`src/rtl/stream_mux_rr.sv`:
```
// N-input stream multiplexer with round-robin or fixed-priority arbitration and a registered output.
// Optional packet lock (grant held until in_last) is enabled by defining STREAM_MUX_PKT_LOCK_EN.
module stream_mux_rr #(
   parameter int N    = 4,
   parameter int W    = 8,
   parameter int MODE = 0,
   localparam int SEL_W = (N > 1) ? $clog2(N) : 1
) (
   input  logic             clk,
   input  logic             reset,
   input  logic [N*W-1:0]   in_data,
   input  logic [N-1:0]     in_valid,
   output logic [N-1:0]     in_ready,
`ifdef STREAM_MUX_PKT_LOCK_EN
   input  logic [N-1:0]     in_last,
   output logic             out_last,
`endif
   output logic [W-1:0]     out_data,
   output logic [SEL_W-1:0] out_sel,
   output logic             out_valid,
   input  logic             out_ready
);

   logic             load;
   logic             gnt_any;
   logic [SEL_W-1:0] gnt_idx;
   logic [W-1:0]     gnt_data;
   logic             gnt_last;
   logic [SEL_W-1:0] ptr;
   logic [SEL_W-1:0] ptr_inc;
   logic [SEL_W-1:0] start;
   logic             lock;
   logic [SEL_W-1:0] lock_idx;

   assign load    = ~out_valid | out_ready;
   assign start   = (MODE == 0) ? ptr : '0;
   assign ptr_inc = (gnt_idx == SEL_W'(N - 1)) ? '0 : gnt_idx + 1'b1;

   // Two passes give the wrap-around search: indices >= start first, then from 0.
   always_comb begin
      // NOTE: every combinational output gets a default first so no path leaves it unassigned (no latch).
      gnt_any  = 1'b0;
      gnt_idx  = '0;
      gnt_data = '0;
      if (lock) begin
         gnt_idx = lock_idx;
         for (int i = 0; i < N; i++)
            if (lock_idx == SEL_W'(i)) gnt_any = in_valid[i];
      end else begin
         for (int i = 0; i < N; i++)
            if (!gnt_any && in_valid[i] && SEL_W'(i) >= start) begin
               gnt_any = 1'b1;
               gnt_idx = SEL_W'(i);
            end
         for (int i = 0; i < N; i++)
            if (!gnt_any && in_valid[i]) begin
               gnt_any = 1'b1;
               gnt_idx = SEL_W'(i);
            end
      end
      for (int i = 0; i < N; i++)
         if (gnt_idx == SEL_W'(i)) gnt_data = in_data[i*W +: W];
   end

   always_comb begin
      in_ready = '0;
      for (int i = 0; i < N; i++)
         in_ready[i] = load & gnt_any & (gnt_idx == SEL_W'(i)) & ~reset;
   end

   always_ff @(posedge clk) begin
      // NOTE: registers use non-blocking assignments so every flop samples pre-edge values.
      if (reset) begin
         out_valid <= 1'b0;
         out_data  <= '0;
         out_sel   <= '0;
         ptr       <= '0;
      end else if (load) begin
         if (gnt_any) begin
            out_data  <= gnt_data;
            out_sel   <= gnt_idx;
            out_valid <= 1'b1;
            // Round-robin pointer moves past the winner, but only at a packet boundary.
            if (MODE == 0 && gnt_last) ptr <= ptr_inc;
         end else begin
            out_valid <= 1'b0;
         end
      end
   end

`ifdef STREAM_MUX_PKT_LOCK_EN
   always_comb begin
      gnt_last = 1'b0;
      for (int i = 0; i < N; i++)
         if (gnt_idx == SEL_W'(i)) gnt_last = in_last[i];
   end

   always_ff @(posedge clk) begin
      if (reset) begin
         lock     <= 1'b0;
         lock_idx <= '0;
         out_last <= 1'b0;
      end else if (load && gnt_any) begin
         out_last <= gnt_last;
         lock     <= ~gnt_last;
         lock_idx <= gnt_idx;
      end
   end
`else
   assign gnt_last = 1'b1;
   assign lock     = 1'b0;
   assign lock_idx = '0;
`endif

endmodule

```
`config.mk`:
```
export PLATFORM = sky130hd
export DESIGN_NAME = stream_mux_rr
export DESIGN_NICKNAME = d
export VERILOG_FILES = /design/src/rtl/stream_mux_rr.sv
export SDC_FILE = /design/constraint.sdc
export NUM_CORES = 1
export LEC_CHECK = 0
export ABC_AREA = 1
export BUFFER_PORTS_ARGS = -buffer_cell sky130_fd_sc_hd__buf_2
export CAP_MARGIN = 20
export CORE_MARGIN = 4
export CORE_UTILIZATION = 39
export DETAILED_ROUTE_END_ITERATION = 10
export GPL_TIMING_DRIVEN = 0
export PLACE_DENSITY = 0.77
export SKIP_CTS_REPAIR_TIMING = 1
export SYNTH_ARGS = -nofsm -noshare
export SYNTH_HDL_FRONTEND = slang
export SYNTH_SLANG_ARGS = --single-unit
```
`constraint.sdc`:
```
create_clock -name clk -period 2 [get_ports clk]
set_clock_uncertainty 0.2 [all_clocks]
set_input_delay 0.2 -clock clk [delete_from_list [all_inputs] [get_ports clk]]
set_output_delay 0.2 -clock clk [all_outputs]
set_load 0.05 [all_outputs]
```
==> impl_metrics.env <==
export IMPL_synth_cell_types=18
export IMPL_route_detailed_drc=0
export IMPL_die_h_um=56.7
export IMPL_layout_nets=261
export IMPL_final_antenna_net_count=0
export IMPL_drtIter0Drc=25
export IMPL_p_int_uw=600
export IMPL_wl_per_cell_um=10.7
export IMPL_core_sq_um=2230
export IMPL_switching_share=0.457
export IMPL_highest_signal_layer="met3"
export IMPL_wl_met3_um=104
export IMPL_cts_buffers=3
export IMPL_slew_violations=0
export IMPL_seqPwrFrac=0.288
export IMPL_worst_pin_slew_ns=0.254
export IMPL_ff2ff_setup_slack_ns=-0.28
export IMPL_required_ns=1.60
export IMPL_place_congestion=0.792
export IMPL_start_util=0.414
export IMPL_ys_seq_area_frac=0.281
export IMPL_viasPerCell=4.67
export IMPL_synth_avg_cell_area_sq_um=5.89
export IMPL_violations="setup timing"
export IMPL_wl_met2_um=1430
export IMPL_slew_headroom=0.832
export IMPL_cts_tree="built"
export IMPL_setup_viol=12
export IMPL_antenna_found_initial=0
export IMPL_syn_num_nets=200
export IMPL_crit_fanout=9
export IMPL_power_switching_uw=506
export IMPL_hold_path_depth=2
export IMPL_htreeDepth=1
export IMPL_ys_ff_latch=13
export IMPL_track_usage=0.164
export IMPL_synth_top_area_frac=0.281
export IMPL_clock_latency_ns=0.27
export IMPL_final_common_cell="nand2_1"
export IMPL_rows=17
export IMPL_clkTransAtPathRegs_ns=0.08
export IMPL_mostFrequentLayoutCells="52 x nand2_1, 51 x buf_2, 23 x nor2_1"
export IMPL_wl_um=2630
export IMPL_power_density_nw_per_um2=776
export IMPL_cts_sinks=13
export IMPL_drv_cap=0
export IMPL_num_antenna_cells=0
export IMPL_yosysTopAreaCell="dfxtp_1"
export IMPL_p_comb_frac=0.569
export IMPL_reg2reg_depth=18
export IMPL_hp_start="reset"
export IMPL_status="complete, but fails checks"
export IMPL_end_kind="output port"
export IMPL_worst_slack_ns=-0.345
export IMPL_pwr_share_clk=0.143
export IMPL_path_depth=11
export IMPL_cpMostUsedCell="buf_6"
export IMPL_cp_num_buf_inv=3
export IMPL_hold_viol_final=0
export IMPL_overflow=0
export IMPL_arrival_ns=1.95
export IMPL_p_leak_uw=0.000786
export IMPL_grt_pass1_wl_um=4330
export IMPL_fin_crit_sh=1.17
export IMPL_synthTopCellsByArea="dfxtp_1 28%, nand2_1 23%, nor2_1 9.7%"
export IMPL_first_global_vias=1046
export IMPL_vias=1144
export IMPL_design_area_sq_um=1430
export IMPL_path_class="register to output port"
export IMPL_layout_drive_gt1_share=0.429
export IMPL_io_buffers=53
export IMPL_clockRootBuffer="clkbuf_4"
export IMPL_cp_slowest_stage_delay_ns=0.36
export IMPL_period_needed_ns=2.35
export IMPL_clock_fmax_ghz=0.426
export IMPL_hpwl_um=2090
export IMPL_hp_class="input port to register"
export IMPL_path_cells="nor2_1 > nand2_1 > nand2_2 > nor2_4 > nand3_2 > nand2_4 > ha_1 > buf_6 > inv_6 > nor3_4 > buf_6"
export IMPL_area_growth_pct=54.1
export IMPL_rsz0062_at_grt="yes"
export IMPL_total_power_uw=1110
export IMPL_synth_cells=157
export IMPL_grt_start_max_net_pins=11
export IMPL_ys_warn_count=0
export IMPL_placed_cell_area_sq_um=1290
export IMPL_die_width_um=56.7
export IMPL_startpoint_type="register"
export IMPL_die_area_sq_um=3210
export IMPL_critPathSlowestCell="dfxtp_2"
export IMPL_r2r_start="ptr[1]"
export IMPL_firstDrtPassIters=4
export IMPL_cp_startpoint="ptr[1]"
export IMPL_clockBufferDepth=2
export IMPL_io_pins=54
export IMPL_vdd_ir_drop_max_uv=665
export IMPL_wl_met1_um=1090
export IMPL_synth_area_sq_um=925
export IMPL_path_delay_family="simple AND/OR/NAND/NOR gates"
[cell families (layout without fill, tap and decap cells)]
logic type	after synthesis	in the layout	synth area share
adder cells (fa/ha/maj)	4	4	0.0541
AND/OR/NAND/NOR	92	92	0.418
AO/OA/AOI/OAI	28	28	0.152
buffers and inverters	20	80	0.0947
flip-flops	13	13	0.281
[per-layer routing]
layer,GRT usage,up-vias
li1,-,612
met3,0.0437,0
met1,0.204,509
met4,0.0102,0
met2,0.294,23
met5,0,-
[worst reg2reg max path, delay by kind of cell, from the launching register on]
family | cells | cell delay, ns
DFF | 1 | 0.36
buffers and inverters | 3 | 0.34
adders and majority gates | 1 | 0.15
AOI/OAI and AO/OA | 3 | 0.27
and+or+nand+nor | 11 | 0.88
[synth_stat cells, drive strengths merged]
| cell | count |
|---|---|
| dfxtp | 13 |
| nor2 | 26 |
| inv | 14 |
| nand3 | 4 |
| clkbuf | 1 |
| buf | 5 |
| a21oi | 10 |
| o21ai | 18 |
| nand2 | 59 |
| nor3 | 3 |
| ha | 4 |
[through the flow]
step	setup TNS [ns]	worst slack (ns)	instances	hold slack [ns]	utilization
floorplan	-0.105	-0.0749	157	0.0691	-
global placement	-1.81	-0.211	238	0.259	0.578
detailed placement	-2.01	-0.241	238	0.269	0.578
CTS	-3.67	-0.506	242	0.0273	0.590
global route	-5.47	-0.497	245	0.0484	0.638
finish	-3.28	-0.345	245	0.0268	0.638
[final cells by class]
type | count | area, sq um
Timing Repair Buffer | 56 | 313
Buffer | 6 | 58.8
Tap cell | 28 | 35.0
Multi-Input combinational cell | 124 | 669
Fill cell | 232 | 808
Sequential cell | 13 | 263
Inverter | 14 | 60.1
Clock buffer | 4 | 26.3
[sequential cells by signal (all words and copies together), names as in the netlist]
| register | count |
|---|---|
| out_valid | 1 |
| out_data | 8 |
| ptr | 2 |
| out_sel | 2 |
[worst paths after layout]
check	endpoint
max	in_ready[2]
min	ptr[0]
min reg2reg	out_data[7]
max reg2reg	out_data[1]
[power by group through the flow]
stage / combinational (uW) / sequential (uW) / clock [uW]
after floorplan: 319 / 439 / 0
after global placement: 565 / 323 / 0
after detailed placement: 570 / 324 / 0
after CTS: 573 / 318 / 164
after global routing: 700 / 324 / 175
final: 629 / 318 / 158
Note: power is estimated with default switching activity, not from simulation.
